$ cat config.mk
export PLATFORM = sky130hd
export DESIGN_NAME = bps_serial_sub_ctrl_flat
export DESIGN_NICKNAME = d
export VERILOG_FILES = /design/src/rtl/bps_serial_sub_ctrl_pkg.sv /design/src/rtl/bps_serial_sub_ctrl_if.sv /design/src/rtl/bps_serial_sub_ctrl_bps.sv /design/src/rtl/bps_serial_sub_ctrl.sv /design/src/flat_wrapper.sv
export SDC_FILE = /design/constraint.sdc
export NUM_CORES = 1
export LEC_CHECK = 0
export ABC_CLOCK_PERIOD_IN_PS = 4200
export CORE_UTILIZATION = 55
export CTS_CLUSTER_DIAMETER = 120
export CTS_CLUSTER_SIZE = 16
export DETAILED_ROUTE_END_ITERATION = 12
export DONT_BUFFER_PORTS = 1
export PLACE_DENSITY = 0.81
export SETUP_SLACK_MARGIN = 0.15
export SLEW_MARGIN = 15
export SYNTH_ARGS = -nofsm -noshare
export SYNTH_HDL_FRONTEND = slang
export SYNTH_HIERARCHICAL = 1
export SYNTH_SLANG_ARGS = --single-unit
$ cat constraint.sdc
create_clock -name clk -period 4.2 [get_ports clk]
set_input_delay 0.84 -clock clk [delete_from_list [all_inputs] [get_ports clk]]
set_output_delay 0.84 -clock clk [all_outputs]
set_load 0.05 [all_outputs]
$ cat src/rtl/bps_serial_sub_ctrl_pkg.sv
// Shared definitions for the nibble-serial subtraction controller:
// slice width and FSM state encoding.
package bps_serial_sub_ctrl_pkg;

  localparam int unsigned NIBBLE_W = 4;

  typedef enum logic [1:0] {
    ST_IDLE = 2'd0,
    ST_RUN  = 2'd1,
    ST_DONE = 2'd2
  } state_t;

endpackage

$ cat src/rtl/bps_serial_sub_ctrl_if.sv
// Requester-side handshake and operand/result bundle for bps_serial_sub_ctrl.
interface bps_serial_sub_ctrl_if
  import bps_serial_sub_ctrl_pkg::*;
#(
  parameter int unsigned NIBBLES = 4
);
  localparam int unsigned W = NIBBLE_W * NIBBLES;

  logic         start;
  logic [W-1:0] op_a;
  logic [W-1:0] op_b;
  logic         bin;
  logic         ready;
  logic         busy;
  logic         done;
  logic [W-1:0] diff;
  logic         bout;
  logic         zero;

  modport master (
    output start, op_a, op_b, bin,
    input  ready, busy, done, diff, bout, zero
  );

  modport slave (
    input  start, op_a, op_b, bin,
    output ready, busy, done, diff, bout, zero
  );

endinterface

$ cat src/rtl/bps_serial_sub_ctrl_bps.sv
// 4-bit borrow-propagate subtractor slice: d = a - b - boin, boout = borrow.
module bps
  import bps_serial_sub_ctrl_pkg::*;
(
  input  logic [NIBBLE_W-1:0] a,
  input  logic [NIBBLE_W-1:0] b,
  input  logic                boin,
  output logic [NIBBLE_W-1:0] d,
  output logic                boout
);

  logic [NIBBLE_W:0] t;

  // One extra bit on the left catches the borrow out of the slice.
  always_comb begin
    t     = {1'b0, a} - {1'b0, b} - {{NIBBLE_W{1'b0}}, boin};
    d     = t[NIBBLE_W-1:0];
    boout = t[NIBBLE_W];
  end

endmodule

$ cat src/rtl/bps_serial_sub_ctrl.sv
// Nibble-serial multi-precision subtractor: one bps slice, LSB nibble first,
// borrow chained through a register, start/done handshake to the requester.
module bps_serial_sub_ctrl
  import bps_serial_sub_ctrl_pkg::*;
#(
  parameter int unsigned NIBBLES = 4
)(
  input  logic                 clk,
  input  logic                 rst,
  bps_serial_sub_ctrl_if.slave bus
);

  localparam int unsigned W     = NIBBLE_W * NIBBLES;
  localparam int unsigned IDX_W = $clog2(NIBBLES);
  localparam logic [IDX_W-1:0] LAST_IDX = IDX_W'(NIBBLES - 1);

  state_t             state_q, state_d;
  logic [IDX_W-1:0]   idx_q, idx_d;
  logic               brw_q, brw_d;
  logic [W-1:0]       a_q, a_d;
  logic [W-1:0]       b_q, b_d;
  logic [W-1:0]       diff_q, diff_d;
  logic               bout_q, bout_d;
  logic               zero_q, zero_d;

  logic [NIBBLE_W-1:0] a_nib, b_nib, d_nib;
  logic                bo_nib;

  bps u_bps (
    .a     (a_nib),
    .b     (b_nib),
    .boin  (brw_q),
    .d     (d_nib),
    .boout (bo_nib)
  );

  // State and datapath registers; reset discards any partial result.
  always_ff @(posedge clk) begin
    if (rst) begin
      state_q <= ST_IDLE;
      idx_q   <= '0;
      brw_q   <= 1'b0;
      a_q     <= '0;
      b_q     <= '0;
      diff_q  <= '0;
      bout_q  <= 1'b0;
      zero_q  <= 1'b0;
    end else begin
      state_q <= state_d;
      idx_q   <= idx_d;
      brw_q   <= brw_d;
      a_q     <= a_d;
      b_q     <= b_d;
      diff_q  <= diff_d;
      bout_q  <= bout_d;
      zero_q  <= zero_d;
    end
  end

  // Select the current operand nibble pair for the slice.
  always_comb begin
    a_nib = '0;
    b_nib = '0;
    for (int unsigned i = 0; i < NIBBLES; i++) begin
      if (idx_q == IDX_W'(i)) begin
        a_nib = a_q[i*NIBBLE_W +: NIBBLE_W];
        b_nib = b_q[i*NIBBLE_W +: NIBBLE_W];
      end
    end
  end

  // Next-state and datapath update.
  always_comb begin
    state_d = state_q;
    idx_d   = idx_q;
    brw_d   = brw_q;
    a_d     = a_q;
    b_d     = b_q;
    diff_d  = diff_q;
    bout_d  = bout_q;
    zero_d  = zero_q;
    case (state_q)
      ST_IDLE: begin
        if (bus.start) begin
          a_d     = bus.op_a;
          b_d     = bus.op_b;
          brw_d   = bus.bin;
          idx_d   = '0;
          diff_d  = '0;
          state_d = ST_RUN;
        end
      end
      ST_RUN: begin
        for (int unsigned i = 0; i < NIBBLES; i++) begin
          if (idx_q == IDX_W'(i)) diff_d[i*NIBBLE_W +: NIBBLE_W] = d_nib;
        end
        brw_d = bo_nib;
        if (idx_q == LAST_IDX) begin
          // zero is taken from the fully assembled next diff, not diff_q.
          bout_d  = bo_nib;
          zero_d  = (diff_d == '0);
          state_d = ST_DONE;
        end else begin
          idx_d = idx_q + 1'b1;
        end
      end
      ST_DONE: state_d = ST_IDLE;
      default: state_d = ST_IDLE;
    endcase
  end

  // Handshake outputs decoded from state; results straight from registers.
  always_comb begin
    bus.ready = (state_q == ST_IDLE);
    bus.busy  = (state_q == ST_RUN) || (state_q == ST_DONE);
    bus.done  = (state_q == ST_DONE);
    bus.diff  = diff_q;
    bus.bout  = bout_q;
    bus.zero  = zero_q;
  end

endmodule
$ cat src/flat_wrapper.sv
// flat-port wrapper written by rule: the top's interface ports become plain ports
module bps_serial_sub_ctrl_flat import bps_serial_sub_ctrl_pkg::*;
#(
  parameter int unsigned NIBBLES = 4
)
  (clk, rst, bus_start, bus_op_a, bus_op_b, bus_bin, bus_ready, bus_busy, bus_done, bus_diff, bus_bout, bus_zero);
  bps_serial_sub_ctrl_if #(.NIBBLES(NIBBLES)) bus_i ();
  input  logic clk;
  input  logic rst;
  input wire logic [$bits(bus_i.start)-1:0] bus_start;
  input wire logic [$bits(bus_i.op_a)-1:0] bus_op_a;
  input wire logic [$bits(bus_i.op_b)-1:0] bus_op_b;
  input wire logic [$bits(bus_i.bin)-1:0] bus_bin;
  output wire logic [$bits(bus_i.ready)-1:0] bus_ready;
  output wire logic [$bits(bus_i.busy)-1:0] bus_busy;
  output wire logic [$bits(bus_i.done)-1:0] bus_done;
  output wire logic [$bits(bus_i.diff)-1:0] bus_diff;
  output wire logic [$bits(bus_i.bout)-1:0] bus_bout;
  output wire logic [$bits(bus_i.zero)-1:0] bus_zero;
  assign bus_i.start = bus_start;
  assign bus_i.op_a = bus_op_a;
  assign bus_i.op_b = bus_op_b;
  assign bus_i.bin = bus_bin;
  assign bus_ready = bus_i.ready;
  assign bus_busy = bus_i.busy;
  assign bus_done = bus_i.done;
  assign bus_diff = bus_i.diff;
  assign bus_bout = bus_i.bout;
  assign bus_zero = bus_i.zero;
  bps_serial_sub_ctrl #(.NIBBLES(NIBBLES)) u_core (.clk(clk), .rst(rst), .bus(bus_i));
endmodule
Word-level counts from Yosys, hierarchy flattened. Cells that the tools add are included.

Add/subtract/negate cells: 3. Equal/unequal tests: 8. Multiplexer cells: 26. Reductions and logical operators: 10.

Operators by type and width (count): 4-bit 2-to-1 mux (16); 16-bit one-hot mux with 2 select lines (1); 16-bit logical NOT (1); 16-bit 2-to-1 mux (1); 2-bit 2-to-1 mux (4); 2-bit one-hot mux with 2 select lines (2); 2-bit AND reduction (4); 2-bit equality test, second input constant (3); 4-bit by 4-bit subtractor with 5-bit output (1); 5-bit by 1-bit subtractor with 5-bit output (1); 2-bit by 1-bit equality test with 1-bit output, second input constant (2); 2-bit logical NOT (2); 2-bit inequality test, second input constant (2); 3-bit AND reduction (1); 2-bit by 1-bit adder with 2-bit output, second input constant (1); 2-bit by 1-bit inequality test with 1-bit output, second input constant (1); 1-bit one-hot mux with 2 select lines (1); 2-bit nonzero test (1); 1-bit logical OR (1); 1-bit 2-to-1 mux (1).

Register bits after elaboration: 55.

Depth between registers and ports, before layout.
Depth after elaboration: 10. Mapped depth: 15. Depth with buffers taken out: 14.

Modules after synthesis. Netlist, hierarchy kept.

By module, submodules not included: bps_serial_sub_ctrl (times used 1, cells each 316, area each 2506.2 sq um); bps (times used 1, cells each 24, area each 207.7 sq um).

Worst setup path after synthesis. No wires, ideal clock.

Kind: flip-flop to flip-flop. Start point: reg u_core.idx_q[0]. End point: reg u_core.zero_q, in the netlist u_core/bus.zero. Arrival: 3.200 ns. Required time: 4.104 ns. Slack: 0.904 ns. Cell stages (with the launch flop): 13. Period minus slack after synthesis: 3.296 ns. Cells stage by stage: dfxtp_1 -> inv_1 -> ha_1 -> clkbuf_1 -> a21oi_1 -> o21ai_1 -> a22o_1 -> fa_1 -> ha_1 -> xor2_1 -> or3_1 -> or4_1 -> o41ai_2.

Cells in the longest elaborated chain, start to end: 10. Elaborated cells on any way between the ends: 24. Those cells by class: 2 x add/sub; 3 x eq/ne; 16 x mux; 3 x reduce/logical.

RTL lines: start: declaration (line bps_serial_sub_ctrl.sv:18) `logic [IDX_W-1:0] idx_q, idx_d;`; start signal: assignment (line bps_serial_sub_ctrl.sv:50) `idx_q <= idx_d;`; 2-bit logical NOT (line bps_serial_sub_ctrl.sv:65) `if (idx_q == IDX_W'(i)) begin`; 4-bit 2-to-1 mux (3 in a row) (line bps_serial_sub_ctrl.sv:65); 4-bit 2-to-1 mux * (line bps_serial_sub_ctrl.sv:65); named net u_core.a_nib[0] (line bps_serial_sub_ctrl.sv:26) `logic [NIBBLE_W-1:0] a_nib, b_nib, d_nib;`; 4-bit by 4-bit subtractor with 5-bit output * (line bps_serial_sub_ctrl_bps.sv:16) `t = {1'b0, a} - {1'b0, b} - {{NIBBLE_W{1'b0}}, boin};`; 5-bit by 1-bit subtractor with 5-bit output * (line bps_serial_sub_ctrl_bps.sv:16); named net u_core.d_nib[0] (line bps_serial_sub_ctrl.sv:26); 4-bit 2-to-1 mux (line bps_serial_sub_ctrl.sv:95) `if (idx_q == IDX_W'(i)) diff_d[i*NIBBLE_W +: NIBBLE_W] = d_nib;`; 4-bit 2-to-1 mux (line bps_serial_sub_ctrl.sv:82) `case (state_q)`; 16-bit logical NOT * (line bps_serial_sub_ctrl.sv:101) `zero_d = (diff_d == '0);`; end signal: assignment (line bps_serial_sub_ctrl.sv:56) `zero_q <= zero_d;`; end: declaration (line bps_serial_sub_ctrl.sv:24) `logic zero_q, zero_d;`.

Mark *: on every way through the listed nets, which the timed path passes. The rest lies on a longest branch. The select of a mux whose other input is x is not followed. A chain may end at the register's enable or synchronous reset.

Worst setup path after layout. Ends and elaborated chain as after synthesis.

==> results.py <==
metrics = {
    "status": {
        "outcome": "finished clean",
    },
    "finish": {
        "layout-drive-gt1-share_pct": 4.01,
        "most-common-layout-cells": "nand2_1, dfxtp_1, a21oi_1",
        "diodes": 0,
        "final_common_cell": "nand2_1",
        "syn2layout_area_growth_pct": 3.00,
        "nNetsFinal": 376,
    },
    "synthesis": {
        "synth_area_um2": 2710,
        "yosysWarnings": 6,
        "syn-num-nets": 392,
        "synth_xor_area_share_pct": 1.29,
        "synth_mux_area_share_pct": 1.15,
        "synthAdderAreaFrac_pct": 7.93,
        "synth_simple_gate_area_share_pct": 17.3,
        "ys_seq_elements": 55,
        "synth_top_family_by_area": "compound AO/OA/AOI/OAI gates",
        "ys_seq_area_share_pct": 40.6,
        "syn_area_per_cell_um2": 7.98,
        "synth_compound_gate_area_share_pct": 23.7,
        "synthCells": 340,
        "synth.distinct_cells": 36,
    },
    "cts": {
        "cts_buffers": 5,
        "post-cts-setup-buffers": 0,
        "clock_latency_ps": 310,
        "cts_resized": 0,
        "ctsHoldBuffers": 0,
        "cts.clk_slew.worst_paths_ps": 90,
        "cts_sinks": 55,
        "h-tree-depth": 2,
        "cts_buffer_depth": 2,
        "cts_tree": "yes",
        "cts_root_buffer": "clkbuf_8",
    },
    "power_and_ir_drop": {
        "power.density_nw_per_um2": 382,
        "power_frac_seq_pct": 53.9,
        "pwr-share-clk_pct": 27.0,
        "power.internal_uw": 755,
        "power_switching_uw": 313,
        "swShare_pct": 29.3,
        "combPwrFrac_pct": 19.2,
        "p_leak_uw": 0.00101,
        "fin_total_pwr_uw": 1070,
        "max-vdd-ir-drop_mv": 0.240,
    },
    "worst_setup_path": {
        "r2r-start": "u_core/idx_q[0]",
        "crit_type": "reg -> reg",
        "crit_path_top_delay_cell": "fa_1",
        "critical_path.most_common_cell": "fa_1",
        "reg2reg_slack_ps": 530,
        "crit_start": "u_core/idx_q[0]",
        "worstPathArrival_ps": 3880,
        "crit_required_ps": 4410,
        "path_cells": "inv_1 > ha_1 > inv_2 > o21a_1 > a22o_1 > fa_1 > fa_1 > or3_1 > or4_1 > o41ai_2",
        "cp-end-kind": "flop",
        "cp_max_fo": 11,
        "slowest_delay_ps": 480,
        "critPathLaunchType": "flop",
    },
    "global_route": {
        "grt_overflow": 0,
        "antenna_found_initial": 0,
        "grt_pass1_vias": 1983,
        "grt_pass1_wl_um": 8960,
        "grt_max_degree": 61,
        "track_usage_pct": 21.8,
    },
    "sta": {
        "tightest_slew_ps": 1020,
        "clock_skew_ps": 9.08,
        "period_needed_ps": 3670,
        "slew-limit-headroom_pct": 31.6,
        "rsz0062_at_grt": "no",
        "setup_tns_ps": 0,
        "hold_viol_final": 0,
        "finalSetupViolations": 0,
        "fmax_ghz": 0.272,
        "finalMaxSlewViolations": 0,
        "fin_crit_sh_pct": 87.4,
    },
    "place": {
        "port_buffers": 0,
        "dp_hpwl_um": 3950,
        "place_congestion": 0.766,
    },
    "routing": {
        "viasPerCell": 5.68,
        "routed_wl_um": 5580,
        "first_pass_iters": 4,
        "drtIter0Drc": 113,
        "drcViolationCount": 0,
        "drtAntennaViolNets": 0,
        "wl_per_cell_um": 14.3,
        "vias": 2219,
    },
    "die": {
        "pin_count": 57,
        "rows": 25,
        "die_w_um": 72.2,
        "initial_utilization_pct": 57.5,
        "die_area_um2": 5220,
        "die_y_um": 72.2,
        "coreArea_um2": 4720,
    },
    "flow_run": {
        "cap_violations": 0,
    },
    "min_path": {
        "worstHoldStart": "u_core/b_q[3]",
        "hold_path.class": "reg -> reg",
    },
}
==> cells in the mapped netlist, drive strengths merged <==
cell type	n	area share, %
a21o	2	0.55
a21oi	45	8.4
a22o	8	2.6
a31oi	5	1.2
a41oi	2	0.65
and2	1	0.23
buf	7	1.2
clkbuf	17	2.4
dfxtp	55	41
fa	2	1.5
ha	14	6.5
inv	32	4.4
mux2	1	0.41
mux2i	2	0.74
nand2	76	11
nand2b	7	1.6
nand3	6	1.1
nand3b	4	1.1
nor2	3	0.41
nor2b	2	0.46
nor3	3	0.55
nor4	1	0.23
o21a	8	2.2
o21ai	11	2.0
o311ai	1	0.32
o32ai	16	5.2
o41ai	1	0.60
or2b	1	0.28
or3	1	0.23
or3b	1	0.32
or4	1	0.28
xor2	4	1.3
==> final cells by class <==
cell class / count / area, um2
Sequential cell: 55 / 1100
Multi-Input combinational cell: 229 / 1400
Timing Repair Buffer: 1 / 7.51
Inverter: 32 / 120
Tap cell: 67 / 83.8
Fill cell: 424 / 1930
Clock inverter: 1 / 5.00
Clock buffer: 6 / 82.6
==> per-stage QoR <==
stage / setup slack, ps / hold slack (ps) / area [um2] / utilization, % / cells
2_1_floorplan: 904 / 437 / 2710 / - / 340
3_3_place_gp: 693 / 442 / 2710 / 57.3 / 384
4_1_cts: 559 / 457 / 2800 / 59.2 / 391
6_report: 529 / 456 / 2800 / 59.2 / 391
3_5_place_dp: 576 / 443 / 2710 / 57.3 / 384
5_1_grt: 367 / 476 / 2800 / 59.2 / 391
==> cell families (layout without fill, tap and decap cells) <==
group	count (synthesis)	count (layout)
AND/OR/NAND/NOR	107	107
AO/OA/AOI/OAI	99	99
buffers and inverters	56	40
flip-flops	55	55
adder cells (fa/ha/maj)	16	16
XOR/XNOR	4	4
multiplexers	3	3
==> sequential cells by signal (all words and copies together), names as in the netlist <==
register / count
u_core/b_q: 16
u_core/bus.diff: 16
u_core/state_q: 2
u_core/brw_q: 1
u_core/idx_q: 2
u_core/a_q: 16
u_core/bus.bout: 1
u_core/bus.zero: 1
==> worst paths after layout <==
| kind | end | cells after the start |
|---|---|---|
| min reg2reg | u_core/b_q[3] | 2 |
| max reg2reg | u_core/bus.zero | 10 |
| max | u_core/bus.zero | 10 |
| min | u_core/b_q[3] | 2 |
==> critical path, delay by kind of cell (launching register included) <==
family          cells  cell delay [ps]
buf+inv             2              310
simple gates        2              790
compound gates      3              690
flops               1              360
fa+ha+maj           3             1420
==> power by group through the flow <==
stage          Combinational, uW  Sequential [uW]  Clock [uW]
3_3_place_gp                 197              586           0
4_1_cts                      204              575         297
6_report                     204              575         288
5_1_grt                      230              578         314
3_5_place_dp                 203              587           0
2_1_floorplan                180              581           0
==> routing by layer <==
layer  vias up  part of all wire, %  global-route usage [%]
met5         -                    0                       0
met4         0                 0.52                    6.54
met3         4                  5.7                    5.28
met2        58                   48                    36.7
met1      1033                   46                    27.7
li1       1124                    -                       -
Power figures use the tool's default switching activity.
